===== src/rtl/datapath_seq_pkg.sv =====
// Shared types and constants for the datapath sequencer: FSM states,
// instruction classes, opcode/ALU encodings and instruction field positions.
package datapath_seq_pkg;

  typedef enum logic [3:0] {
    S_IDLE, S_DECODE, S_GETA, S_GETB, S_COMP, S_WREG, S_WIMM, S_DONE, S_TRAP
  } state_t;

  typedef enum logic [1:0] {
    CLS_ILL, CLS_MOVI, CLS_MOVR, CLS_ALU
  } cls_t;

  localparam logic [2:0] OPC_MOV = 3'b110;
  localparam logic [2:0] OPC_ALU = 3'b101;
  localparam logic [1:0] OP_MOVI = 2'b10;
  localparam logic [1:0] OP_MOVR = 2'b00;

  localparam logic [1:0] ALU_ADD = 2'b00;
  localparam logic [1:0] ALU_SUB = 2'b01;
  localparam logic [1:0] ALU_AND = 2'b10;
  localparam logic [1:0] ALU_MVN = 2'b11;

  localparam int OPC_LO = 13;
  localparam int OP_LO  = 11;
  localparam int RN_LO  = 8;
  localparam int RD_LO  = 5;
  localparam int SH_LO  = 3;
  localparam int RM_LO  = 0;
  localparam int IMM8_W = 8;

endpackage


===== src/rtl/datapath_sequencer_decode.sv =====
// Combinational field decoder: splits the latched instruction into its class,
// register numbers, shift code, ALU op and sign-extended 8-bit immediate.
module seq_decode
  import datapath_seq_pkg::*;
#(
  parameter int INSTR_W = 16,
  parameter int REG_W   = 3
) (
  input  logic [INSTR_W-1:0] instr,
  output logic [1:0]         cls,
  output logic [REG_W-1:0]   rn,
  output logic [REG_W-1:0]   rd,
  output logic [REG_W-1:0]   rm,
  output logic [1:0]         sh,
  output logic [1:0]         op,
  output logic [INSTR_W-1:0] sximm8
);

  logic [2:0] w_opc;

  assign w_opc  = instr[OPC_LO +: 3];
  assign op     = instr[OP_LO +: 2];
  assign rn     = instr[RN_LO +: REG_W];
  assign rd     = instr[RD_LO +: REG_W];
  assign rm     = instr[RM_LO +: REG_W];
  assign sh     = instr[SH_LO +: 2];
  assign sximm8 = {{(INSTR_W-IMM8_W){instr[IMM8_W-1]}}, instr[IMM8_W-1:0]};

  always_comb begin
    cls = CLS_ILL;
    if (w_opc == OPC_MOV && op == OP_MOVI)      cls = CLS_MOVI;
    else if (w_opc == OPC_MOV && op == OP_MOVR) cls = CLS_MOVR;
    else if (w_opc == OPC_ALU)                  cls = CLS_ALU;
  end

endmodule


===== src/rtl/datapath_sequencer.sv =====
// Moore FSM driving every register-file/datapath strobe for one instruction.
// Optional DATAPATH_SEQ_ILLEGAL_TRAP_EN: illegal opcodes set sticky err and park in TRAP.
module datapath_sequencer
  import datapath_seq_pkg::*;
#(
  parameter int INSTR_W = 16,
  parameter int REG_W   = 3
) (
  input  logic               clk,
  input  logic               reset_n,
  input  logic               start,
  input  logic [INSTR_W-1:0] instr,
  output logic               busy,
  output logic               done,
  output logic [REG_W-1:0]   readnum,
  output logic [REG_W-1:0]   writenum,
  output logic               write,
  output logic               vsel,
  output logic               loada,
  output logic               loadb,
  output logic               asel,
  output logic               bsel,
  output logic               loadc,
  output logic               loads,
  output logic [1:0]         shift,
  output logic [1:0]         ALUop,
  output logic [INSTR_W-1:0] sximm8
`ifdef DATAPATH_SEQ_ILLEGAL_TRAP_EN
  ,
  output logic               err
`endif
);

  state_t             r_state, w_next;
  logic [INSTR_W-1:0] r_instr;
  logic [1:0]         w_cls, w_sh, w_op;
  logic [REG_W-1:0]   w_rn, w_rd, w_rm;
  logic               w_is_alu, w_is_cmp, w_is_mvn;

  seq_decode #(.INSTR_W(INSTR_W), .REG_W(REG_W)) u_decode (
    .instr  (r_instr),
    .cls    (w_cls),
    .rn     (w_rn),
    .rd     (w_rd),
    .rm     (w_rm),
    .sh     (w_sh),
    .op     (w_op),
    .sximm8 (sximm8)
  );

  assign w_is_alu = (w_cls == CLS_ALU);
  assign w_is_cmp = w_is_alu && (w_op == ALU_SUB);
  assign w_is_mvn = w_is_alu && (w_op == ALU_MVN);

  always_ff @(posedge clk or negedge reset_n) begin
    if (!reset_n) begin
      r_state <= S_IDLE;
      r_instr <= '0;
    end else begin
      r_state <= w_next;
      if (r_state == S_IDLE && start) r_instr <= instr;
    end
  end

`ifdef DATAPATH_SEQ_ILLEGAL_TRAP_EN
  logic r_err;

  always_ff @(posedge clk or negedge reset_n) begin
    if (!reset_n)                                      r_err <= 1'b0;
    else if (r_state == S_DECODE && w_cls == CLS_ILL) r_err <= 1'b1;
  end

  assign err = r_err;
`endif

  always_comb begin
    w_next   = r_state;
    busy     = (r_state != S_IDLE);
    done     = 1'b0;
    readnum  = '0;
    writenum = '0;
    write    = 1'b0;
    vsel     = 1'b0;
    loada    = 1'b0;
    loadb    = 1'b0;
    asel     = 1'b0;
    bsel     = 1'b0;
    loadc    = 1'b0;
    loads    = 1'b0;
    shift    = 2'b00;
    ALUop    = ALU_ADD;
    case (r_state)
      S_IDLE: if (start) w_next = S_DECODE;
      S_DECODE: begin
        case (w_cls)
          CLS_MOVI: w_next = S_WIMM;
          CLS_MOVR: w_next = S_GETB;
          CLS_ALU:  w_next = w_is_mvn ? S_GETB : S_GETA;
`ifdef DATAPATH_SEQ_ILLEGAL_TRAP_EN
          default:  w_next = S_TRAP;
`else
          default:  w_next = S_DONE;
`endif
        endcase
      end
      S_GETA: begin
        readnum = w_rn;
        loada   = 1'b1;
        w_next  = S_GETB;
      end
      S_GETB: begin
        readnum = w_rm;
        loadb   = 1'b1;
        w_next  = S_COMP;
      end
      S_COMP: begin
        shift  = w_sh;
        loadc  = 1'b1;
        // MOVR passes shifted B through ADD with Ain forced to zero
        asel   = w_is_alu && !w_is_mvn;
        ALUop  = w_is_alu ? w_op : ALU_ADD;
        loads  = w_is_cmp;
        w_next = w_is_cmp ? S_DONE : S_WREG;
      end
      S_WREG: begin
        writenum = w_rd;
        write    = 1'b1;
        w_next   = S_DONE;
      end
      S_WIMM: begin
        writenum = w_rn;
        vsel     = 1'b1;
        write    = 1'b1;
        w_next   = S_DONE;
      end
      S_DONE: begin
        done   = 1'b1;
        w_next = S_IDLE;
      end
      S_TRAP:  w_next = S_TRAP;
      default: w_next = S_IDLE;
    endcase
  end

endmodule

===== config.mk =====
export PLATFORM = sky130hd
export DESIGN_NAME = datapath_sequencer
export DESIGN_NICKNAME = d
export VERILOG_FILES = /design/src/rtl/datapath_seq_pkg.sv /design/src/rtl/datapath_sequencer_decode.sv /design/src/rtl/datapath_sequencer.sv
export SDC_FILE = /design/constraint.sdc
export NUM_CORES = 1
export LEC_CHECK = 0
export BUFFER_PORTS_ARGS = -buffer_cell sky130_fd_sc_hd__buf_2
export CAP_MARGIN = 20
export CORE_MARGIN = 4
export CORE_UTILIZATION = 47
export DETAILED_ROUTE_END_ITERATION = 10
export PLACE_DENSITY = 0.75
export SLEW_MARGIN = 5
export SYNTH_ARGS = -nofsm -noshare
export SYNTH_HDL_FRONTEND = slang
export SYNTH_HIERARCHICAL = 1
export SYNTH_SLANG_ARGS = --single-unit

===== constraint.sdc =====
create_clock -name clk -period 1.8 [get_ports clk]
set_clock_uncertainty 0.05 [all_clocks]
set_input_delay 0.27 -clock clk [delete_from_list [all_inputs] [get_ports clk]]
set_output_delay 0.27 -clock clk [all_outputs]
set_load 0.005 [all_outputs]

==> metrics.csv, run 1 <==
stage;metric;value;unit
finish;Area Overhead vs Synth;21.27;%
placement;gpl congestion;0.7941;
yosys;post-synthesis sequential area ratio;37.99;%
outcome;failing checks;setup timing;
grt;largest net degree at the start of global routing;21;
grt;vias in the first global route;974;
sta;Max Freq;488.5;MHz
worst_setup_path;CP max FO;3;
power_and_ir_drop;Leakage Power;0.8779;nW
grt;GRT Util Overall;15.49;%
sta;Final period util;113.7;%
clock_network;Inserted Clock Buffers;3;
worst_setup_path;CP arrival;1.73;ns
finish;number of fill cells in the layout;225;
sta;Final setup viols;6;
floorplanning;Ports;55;
worst_setup_path;Crit path required time;1.48;ns
yosys;Post-Syn Area;1318;sq um
power_and_ir_drop;worst vdd ir;0.0008603;V
hold_path;worst min path class;primary input to flip-flop;
yosys;area fraction of the dominant cell type after synthesis;37.99;%
routing;DR pass1 iterations;4;
floorplanning;FP Rows;18;
clock_network;H-tree depth;1;
grt;initial antenna violation count;0;
yosys;Post-synth EDFFs;0;
routing;DR iter-0 viols;17;
finish;fin nets;181;
floorplanning;Initial Util;51.32;%
clock_network;clock buffer depth;2;
placement;Post-DP HPWL;1960;microns
placement;Port Buffers;53;
sta;min Tclk post-route;2.047;ns
yosys;Mapped Cells;121;
worst_setup_path;Worst Setup Start Kind;flip-flop;
routing;Routed WL;2727;microns
grt;first-pass GRT wire length;4312;microns
clock_network;clk_lat worst skew;0.29;ns
routing;# DRC;0;
sta;setup ws final;-0.2469;ns
routing;via count;971;
yosys;syn avg cell area;10.89;sq um
floorplanning;die height;60.95;microns
finish;most frequent cells in the layout;51 x buf_2, 17 x dfrtp_1, 14 x buf_4, 10 x nor2_1, 10 x mux2_4;
floorplanning;Core Area;2567;sq um
yosys;cell accounting for the most synthesized area;dfrtp_1;
power_and_ir_drop;power density over the cells;1569;nW/um^2
yosys;dominant synthesized flop cell;dfrtp_1;
sta;Final TNS setup;-0.8962;ns
worst_setup_path;crit path kind;flip-flop to primary output;
clock_network;clk sinks;20;
finish;Finished Layout Cells;190;
job;max_cap viols;0;
finish;share of post-route cells with drive strength above 1;66.88;%
yosys;synthesized flop and latch total;20;
routing;ANT nets after route;0;
placement;placed cell area;1411;sq um
placement;dpl cells;176;
floorplanning;Die ar.;3714;sq um
worst_setup_path;endpoint class of the critical path;primary output;
outcome;status;finished, violations left;
floorplanning;chip width;60.95;microns
yosys;Yosys warnings;6;
routing;detailed-route vias per instance;5.111;
yosys;top cells by area, synth;dfrtp_1 38%, buf_4 17%, mux2_4 11%, mux2_2 5.1%, nor2_1 2.8%;
sta;Pins Over Slew Limit;0;
sta;final-report hold violation count;0;
clock_network;CTS tree;done;
routing;average wire per standard cell;14.35;microns
clock_network;clock slew at reported path FFs;0.11;ns
sta;RSZ-0062 raised after global routing;true;
finish;most common cell after layout, fill and taps aside;buf_2;
yosys;post-synthesis async set-or-reset flop share;100.0;%
finish;n_diodes;0;
finish;Finished Cell Area;1598;sq um
yosys;Distinct cells, synth;33;
yosys;syn nets;140;
grt;total grt overflow;0;
clock_network;root buf cell;clkbuf_4;
## final cells by class
class	count	area, sq um	area share (%)
multi-input combinational	66	618.1	38.68
inverter	2	7.507	0.4699
clock buffer	3	22.52	1.410
sequential	20	504.2	31.56
timing repair buffer	69	407.9	25.53
tap	30	37.54	2.349
## through the flow
| stage | power [W] | hold slack, ns | setup WS (ns) | utilization [%] |
|---|---|---|---|---|
| after global placement | 0.002003 | 0.1851 | 0.09874 | 54.97 |
| after floorplan | 0.001958 | -0.07559 | 0.1832 | - |
| after CTS | 0.002343 | 0.1339 | -0.2125 | 57.80 |
| final | 0.002507 | 0.1476 | -0.2469 | 62.23 |
| after detailed placement | 0.002047 | 0.1957 | 0.05958 | 54.97 |
| after global routing | 0.002695 | 0.1343 | -0.3103 | 62.23 |
## final timing paths
kind                                              start                      end  slack [ns]  cells after the start
min in group asynchronous                       reset_n   r_instr[6]$_DFFE_PN0P_        0.42                      2
worst min register to register   r_state[3]$_DFFE_PN0P_   r_state[2]$_DFFE_PN0P_        0.48                      1
worst max-delay path            r_instr[13]$_DFFE_PN0P_                     asel       -0.25                      5
worst max register to register   r_state[3]$_DFFE_PN0P_  r_instr[13]$_DFFE_PN0P_        0.15                      5
max in group asynchronous                       reset_n   r_state[0]$_DFFE_PN0P_        0.94                      2
worst min-delay path                          instr[10]  r_instr[10]$_DFFE_PN0P_        0.15                      2
## kinds of logic (layout without fill, tap and decap cells)
group                  Yosys count  after routing  synth area share (%)
AND/OR/NAND/NOR                 35             35                 17.57
buffers and inverters           35             74                 19.28
flip-flops                      20             20                 37.99
multiplexers                    19             19                 18.80
AO/OA/AOI/OAI                   11             11                 6.078
other                            1              1                0.2846
## power by group
part	total, W	leakage (nW)	switching, W	internal (W)
Combinational	0.00143	0.623	0.000601	0.000832
Sequential	0.000868	0.241	0.000210	0.000658
Clock	0.000206	0.0138	0.000128	0.0000778
## sequential cells by signal, summed over array words and instances (netlist names)
signal   flops
r_instr     16
r_state      4
## critical path: stages, from the launching register on
cell	delay, ns
dfrtp_1	0.40
or3b_4	0.41
o21ai_2	0.18
and3_1	0.19
a21boi_2	0.14
buf_2	0.12
## repair_timing
item,in CTS,in global routing
setup endpoints to repair,10,14
buffers inserted,3,7
hold endpoints to repair,20,0
resized for setup,7,15
pin swaps,5,3
hold buffers,1,0
## routing by layer
layer | track usage, % | vias to the layer above | part of all wire [%]
met5 | 0 | - | 0
met4 | 5.573 | 0 | 0.66
met3 | 1.915 | 2 | 5.7
met2 | 28.85 | 30 | 54
met1 | 18.04 | 470 | 40
li1 | - | 469 | -
## synthesized netlist by cell type (2+ instances only)
master,count
a22oi_1,3
a311oi_1,2
and2_1,3
and3_1,3
buf_2,2
buf_4,30
dfrtp_1,20
inv_1,2
mux2_2,6
mux2_4,10
mux2i_1,3
nand2_1,3
nand2b_1,3
nor2_1,10
nor2b_1,2
o21ai_1,2
Note: power is estimated with default switching activity, not from simulation.
==> inputs of run 2 (changes only) <==
SYNTH_HIERARCHICAL = default   (was 1)
==> metrics.csv, run 2 <==
stage;metric;value;unit;change
outcome;status;finished, violations left;;unchanged
outcome;failing checks;setup timing;;unchanged
worst_setup_path;endpoint class of the critical path;primary output;;unchanged
clock_network;root buf cell;clkbuf_4;;unchanged
sta;Pins Over Slew Limit;0;;unchanged
routing;ANT nets after route;0;;unchanged
yosys;most instantiated library cell after synthesis;dfrtp_1;;was buf_4
finish;number of flip-flops under the largest register name;16;;unchanged
grt;GRT busiest layer;met2;;unchanged
routing;average wire per standard cell;14.16;microns;was 14.35 microns
clock_network;clock buffer depth;2;;unchanged
yosys;Post-Syn Area;1259;sq um;was 1318 sq um
placement;placed cell area;1425;sq um;was 1411 sq um
worst_setup_path;CP arrival;1.60;ns;was 1.73 ns
sta;Final period util;106.4;%;was 113.7%
yosys;Post-synth EDFFs;0;;unchanged
clock_network;clk sinks;20;;unchanged
routing;# DRC;0;;unchanged
clock_network;CTS tree;done;;unchanged
yosys;Synth top cells by count;20 x dfrtp_1, 18 x buf_4, 14 x nor2_1;;was 30 x buf_4, 20 x dfrtp_1, 10 x mux2_4, 10 x nor2_1, 6 x mux2_2
yosys;Yosys warnings;0;;was 6
yosys;dominant synthesized flop cell;dfrtp_1;;unchanged
worst_setup_path;crit path kind;flip-flop to primary output;;unchanged
worst_setup_path;Crit path required time;1.48;ns;about the same
routing;DR iter-0 viols;29;;was 17
yosys;Mapped Cells;114;;was 121
grt;met1 GRT Util;20.19;%;was 18.04%
routing;Routed WL;2690;microns;was 2727 microns
grt;largest net degree at the start of global routing;21;;unchanged
yosys;synthesized flop and latch total;20;;unchanged
sta;min Tclk post-route;1.916;ns;was 2.047 ns
grt;met2 GRT Util;25.15;%;was 28.85%
placement;Port Buffers;53;;unchanged
routing;detailed-route vias per instance;5.179;;was 5.111
finish;Largest regs;r_instr (16), r_state (4);;unchanged
finish;Area Overhead vs Synth;25.85;%;was 21.27%
power_and_ir_drop;Leakage Power;0.8321;nW;was 0.8779 nW
finish;most frequent cells in the layout;50 x buf_2, 16 x dfrtp_1, 11 x nor2_1, 10 x mux2_4, 10 x buf_4;;was 51 x buf_2, 17 x dfrtp_1, 14 x buf_4, 10 x nor2_1, 10 x mux2_4
sta;hold_ws;0.1448;ns;was 0.1476 ns
sta;Max Freq;521.9;MHz;was 488.5 MHz
yosys;top cells by area, synth;dfrtp_1 40%, mux2_4 12%, buf_4 11%, mux2_2 5.4%, nor2_1 4.2%;;was dfrtp_1 38%, buf_4 17%, mux2_4 11%, mux2_2 5.1%, nor2_1 2.8%
placement;Post-DP HPWL;2064;microns;was 1960 microns
hold_path;worst min path class;primary input to flip-flop;;unchanged
clock_network;Inserted Clock Buffers;3;;unchanged
floorplanning;Initial Util;49.90;%;was 51.32%
finish;register with the highest flop count;r_instr;;unchanged
yosys;cell accounting for the most synthesized area;dfrtp_1;;unchanged
clock_network;clk_lat worst skew;0.29;ns;about the same
worst_setup_path;Worst Setup Start Kind;flip-flop;;unchanged
grt;first-pass GRT wire length;4167;microns;was 4312 microns
floorplanning;chip width;59.75;microns;was 60.95 microns
yosys;syn nets;133;;was 140
sta;Final setup viols;4;;was 6
power_and_ir_drop;power density over the cells;1660;nW/um^2;was 1569 nW/um^2
finish;Finished Cell Area;1584;sq um;was 1598 sq um
clock_network;clock slew at reported path FFs;0.11;ns;about the same
sta;final-report hold violation count;0;;unchanged
placement;pre-CTS WS;0.1477;ns;was 0.05958 ns
grt;vias in the first global route;923;;was 974
worst_setup_path;Critical Path Start;r_state[0]$_DFFE_PN0P_;;was r_instr[13]$_DFFE_PN0P_
worst_setup_path;worst r2r src;r_state[0]$_DFFE_PN0P_;;was r_state[3]$_DFFE_PN0P_
grt;GRT Util Overall;15.54;%;was 15.49%
sta;setup ws final;-0.1160;ns;was -0.2469 ns
routing;via count;984;;was 971
grt;initial antenna violation count;0;;unchanged
floorplanning;Ports;55;;unchanged
grt;GRT met3 Usage;2.160;%;was 1.915%
job;max_cap viols;0;;unchanged
yosys;syn avg cell area;11.04;sq um;was 10.89 sq um
hold_path;hold path startpoint;instr[13];;was instr[10]
floorplanning;die height;59.75;microns;was 60.95 microns
placement;dpl cells;180;;was 176
finish;most common cell after layout, fill and taps aside;buf_2;;unchanged
floorplanning;Core Area;2522;sq um;was 2567 sq um
floorplanning;FP Rows;18;;unchanged
clock_network;H-tree depth;1;;unchanged
finish;fin nets;180;;was 181
power_and_ir_drop;worst vdd ir;0.0009064;V;was 0.0008603 V
yosys;post-synthesis async set-or-reset flop share;100.0;%;unchanged
sta;RSZ-0062 raised after global routing;true;;unchanged
routing;DR pass1 iterations;4;;unchanged
yosys;post-synthesis sequential area ratio;39.76;%;was 37.99%
grt;total grt overflow;0;;unchanged
floorplanning;Die ar.;3570;sq um;was 3714 sq um
placement;gpl congestion;0.7952;;was 0.7941
yosys;area fraction of the dominant cell type after synthesis;39.76;%;was 37.99%
finish;share of post-route cells with drive strength above 1;64.38;%;was 66.88%
yosys;Distinct cells, synth;32;;was 33
finish;n_diodes;0;;unchanged
finish;Finished Layout Cells;190;;unchanged
worst_setup_path;CP max FO;3;;unchanged
==> run 2: cell types whose count changed after synthesis, moves of 2 or more <==
| cell | change |
|---|---|
| a21oi_1 | +2 |
| and3_1 | -2 |
| buf_4 | -12 |
| buf_6 | +2 |
| nand3_1 | +2 |
| nor2_1 | +4 |
| nor3_1 | +2 |
| nor4b_1 | +2 |
| o21ai_1 | -2 |
==> run 2: cells by family (layout without fill, tap and decap cells) <==
group           count (synthesis)  count (layout)  share of synthesized area, %
simple gates                   37              37                         18.49
buf+inv                        25              71                         14.71
flops                          20              20                         39.76
mux                            19              19                         19.68
compound gates                 12              12                         7.057
other cells                     1               1                        0.2979
==> run 2: final cells by class <==
cell class / instances / area [sq um]
fill: 220 / 938.4
sequential: 20 / 505.5
clock buffer: 4 / 36.28
multi-input combinational: 69 / 624.3
inverter: 3 / 11.26
timing repair buffer: 64 / 369.1
tap: 30 / 37.54
==> run 2: report_power, final <==
part           switching [W]  total [W]  internal, W  leakage (nW)
Clock               0.000130   0.000253     0.000123        0.0210
Sequential          0.000250   0.000916     0.000667         0.239
Combinational       0.000644    0.00146     0.000816         0.572
==> run 2: routing by layer <==
| layer | vias to the layer above | part of all wire [%] |
|---|---|---|
| met5 | - | 0 |
| li1 | 471 | - |
| met2 | 47 | 48 |
| met4 | 0 | 1.5 |
| met3 | 4 | 8.9 |
| met1 | 462 | 41 |
==> run 2: critical path, stage by stage, from the launching register on <==
cell	delay [ns]
dfrtp_2	0.44
nor4b_4	0.34
and3_4	0.26
nand2_4	0.06
nor2_1	0.08
buf_2	0.11
==> run 2: final timing paths <==
path | cells after the start | to | slack (ns)
worst max register to register | 5 | r_instr[6]$_DFFE_PN0P_ | 0.13
min in group asynchronous | 2 | r_instr[11]$_DFFE_PN0P_ | 0.39
worst min-delay path | 2 | r_instr[13]$_DFFE_PN0P_ | 0.14
worst min register to register | 1 | r_instr[4]$_DFFE_PN0P_ | 0.49
max in group asynchronous | 2 | r_state[0]$_DFFE_PN0P_ | 0.98
worst max-delay path | 5 | loads | -0.12
==> run 2: through the flow <==
stage               setup TNS, ns  power (W)  util [%]
floorplan                       0   0.001913         -
global placement                0   0.002125     56.50
detailed placement              0   0.002171     56.50
CTS                       -0.3109   0.002521     60.42
global route              -0.6845   0.002819     62.80
finish                    -0.3460   0.002629     62.80
==> run 2: what timing repair did <==
item / CTS / global route
pin swaps: 0 / 2
hold buffers: 1 / 0
hold endpoints to repair: 20 / 0
gates resized for setup: 7 / 15
endpoints found under the setup margin: 12 / 17
setup buffers: 5 / 0
==> inputs of run 3 (changes only) <==
GPL_TIMING_DRIVEN = 0   (was default)
==> metrics.csv, run 3 (synthesized netlist as in run 2, its figures left out) <==
stage;metric;value;unit;change
sta;setup ws final;-0.1973;ns;was -0.1160 ns
placement;pre-CTS WS;0.08501;ns;was 0.1477 ns
worst_setup_path;CP Cell Sequence;buf_6 > buf_4 > buf_6 > nor2_4 > a22oi_2 > nor2_1 > buf_2;;was nor4b_4 > and3_4 > nand2_4 > nor2_1 > buf_2
sta;min Tclk post-route;1.997;ns;was 1.916 ns
worst_setup_path;CP peak stage delay;0.39;ns;was 0.44 ns
routing;# DRC;0;;unchanged
clock_network;Inserted Clock Buffers;3;;unchanged
sta;Final period util;111.0;%;was 106.4%
placement;Post-DP HPWL;2123;microns;was 2064 microns
clock_network;H-tree depth;1;;unchanged
routing;detailed-route vias per instance;4.986;;was 5.179
finish;fin nets;201;;was 180
sta;Final setup viols;10;;was 4
finish;register with the highest flop count;r_instr;;unchanged
worst_setup_path;crit path kind;flip-flop to primary output;;unchanged
routing;Routed WL;3088;microns;was 2690 microns
clock_network;clk_lat worst skew;0.30;ns;was 0.29 ns
outcome;status;finished, violations left;;unchanged
clock_network;CTS tree;done;;unchanged
floorplanning;Die ar.;3570;sq um;unchanged
floorplanning;Initial Util;49.90;%;unchanged
routing;ANT nets after route;0;;unchanged
grt;first-pass GRT wire length;4471;microns;was 4167 microns
finish;most frequent cells in the layout;51 x buf_2, 26 x buf_4, 19 x dfrtp_1, 10 x mux2_4;;was 50 x buf_2, 16 x dfrtp_1, 11 x nor2_1, 10 x mux2_4, 10 x buf_4
floorplanning;chip width;59.75;microns;unchanged
power_and_ir_drop;power density over the cells;1686;nW/um^2;was 1660 nW/um^2
power_and_ir_drop;Leakage Power;0.9506;nW;was 0.8321 nW
worst_setup_path;Worst Setup Start Kind;flip-flop;;unchanged
power_and_ir_drop;worst vdd ir;0.001033;V;was 0.0009064 V
job;max_cap viols;0;;unchanged
sta;Pins Over Slew Limit;0;;unchanged
finish;most common cell after layout, fill and taps aside;buf_2;;unchanged
outcome;failing checks;setup timing;;unchanged
routing;average wire per standard cell;14.70;microns;was 14.16 microns
sta;final-report hold violation count;0;;unchanged
worst_setup_path;Worst path most repeated cell;buf_6;;
worst_setup_path;Crit-path slowest cell;dfrtp_1;;was dfrtp_2
finish;number of fill cells in the layout;202;;was 220
clock_network;root buf cell;clkbuf_4;;unchanged
grt;largest net degree at the start of global routing;21;;unchanged
power_and_ir_drop;Design Power;0.003000;W;was 0.002629 W
hold_path;worst min path class;primary input to flip-flop;;unchanged
grt;GRT Util Overall;16.44;%;was 15.54%
placement;gpl congestion;0.7617;;was 0.7952
floorplanning;Core Area;2522;sq um;unchanged
worst_setup_path;Bufs and invs on worst path;4;;was 1
floorplanning;die height;59.75;microns;unchanged
worst_setup_path;FF-to-FF setup slack;0.16;ns;was 0.13 ns
grt;vias in the first global route;978;;was 923
worst_setup_path;CP max FO;5;;was 3
clock_network;clock buffer depth;2;;unchanged
placement;Port Buffers;53;;unchanged
sta;Max Freq;500.7;MHz;was 521.9 MHz
grt;initial antenna violation count;0;;unchanged
clock_network;clk sinks;20;;unchanged
worst_setup_path;endpoint class of the critical path;primary output;;unchanged
clock_network;clock slew at reported path FFs;0.11;ns;about the same
worst_setup_path;Crit path max-delay family;buffers and inverters;;was simple AND/OR/NAND/NOR gates
finish;share of post-route cells with drive strength above 1;71.11;%;was 64.38%
finish;Largest regs;r_instr (16), r_state (4);;unchanged
floorplanning;FP Rows;18;;unchanged
grt;total grt overflow;0;;unchanged
finish;n_diodes;0;;unchanged
routing;DR pass1 iterations;4;;unchanged
worst_setup_path;Crit path required time;1.48;ns;about the same
routing;DR iter-0 viols;47;;was 29
finish;number of flip-flops under the largest register name;16;;unchanged
finish;Area Overhead vs Synth;41.35;%;was 25.85%
finish;final design utilization;70.54;%;was 62.80%
floorplanning;Ports;55;;unchanged
sta;Final TNS setup;-1.389;ns;was -0.3460 ns
worst_setup_path;CP arrival;1.68;ns;was 1.60 ns
routing;via count;1047;;was 984
sta;RSZ-0062 raised after global routing;true;;unchanged
==> run 3: changes by cell type in the layout (fill, tap and decap cells not counted), moves of 3 or more <==
cell	delta
dfrtp_2	-3
buf_4	+16
dfrtp_1	+3
nor2_1	-5
nor2_2	+4
buf_6	+3
==> run 3: area by class of cell <==
cell class	instances	area [sq um]	area share [%]
plain buffers	21	168.9	9.494
clock buffers	3	22.52	1.266
inverters	3	11.26	0.6329
multi-input cells	69	663.1	37.27
flip-flops and latches	20	501.7	28.20
well taps	30	37.54	2.110
repair buffers	64	374.1	21.03
==> run 3: metrics by stage <==
step	area [sq um]	hold WS, ns	instances
2_1_floorplan	1259	-0.07559	114
5_1_grt	1779	0.1364	210
4_1_cts	1637	0.1368	202
3_5_place_dp	1562	0.1966	197
3_3_place_gp	1562	0.1816	197
6_report	1779	0.1406	210
==> run 3: final timing paths <==
kind / from / endpoint / cells after the start
max: r_state[1]$_DFFE_PN0P_ / writenum[1] / 7
min: instr[14] / r_instr[14]$_DFFE_PN0P_ / 2
max reg2reg: r_state[3]$_DFFE_PN0P_ / r_instr[6]$_DFFE_PN0P_ / 6
min reg2reg: r_instr[1]$_DFFE_PN0P_ / r_instr[1]$_DFFE_PN0P_ / 1
max in group asynchronous: reset_n / r_state[0]$_DFFE_PN0P_ / 2
min in group asynchronous: reset_n / r_instr[13]$_DFFE_PN0P_ / 2
==> run 3: timing repair <==
item,4_1_cts,5_1_grt
buffers inserted,1,9
pin swaps,2,12
setup endpoints to repair,8,16
hold endpoints to repair,20,0
hold buffers,1,0
gates resized for setup,9,25
==> run 3: routing by layer <==
layer	global-route usage, %	up-vias	wire (microns)
li1	-	509	-
met1	22.10	495	1278
met2	26.54	39	1576
met3	2.160	4	187
met4	6.646	0	44
met5	0	-	0
==> run 3: report_power, final <==
group / switching (W) / leakage (nW) / total (W) / internal, W
clock network: 0.000136 / 0.0138 / 0.000214 / 0.0000780
logic: 0.000772 / 0.695 / 0.00188 / 0.00111
registers: 0.000245 / 0.242 / 0.000907 / 0.000662
total: 0.00115 / 0.951 / 0.00300 / 0.00185
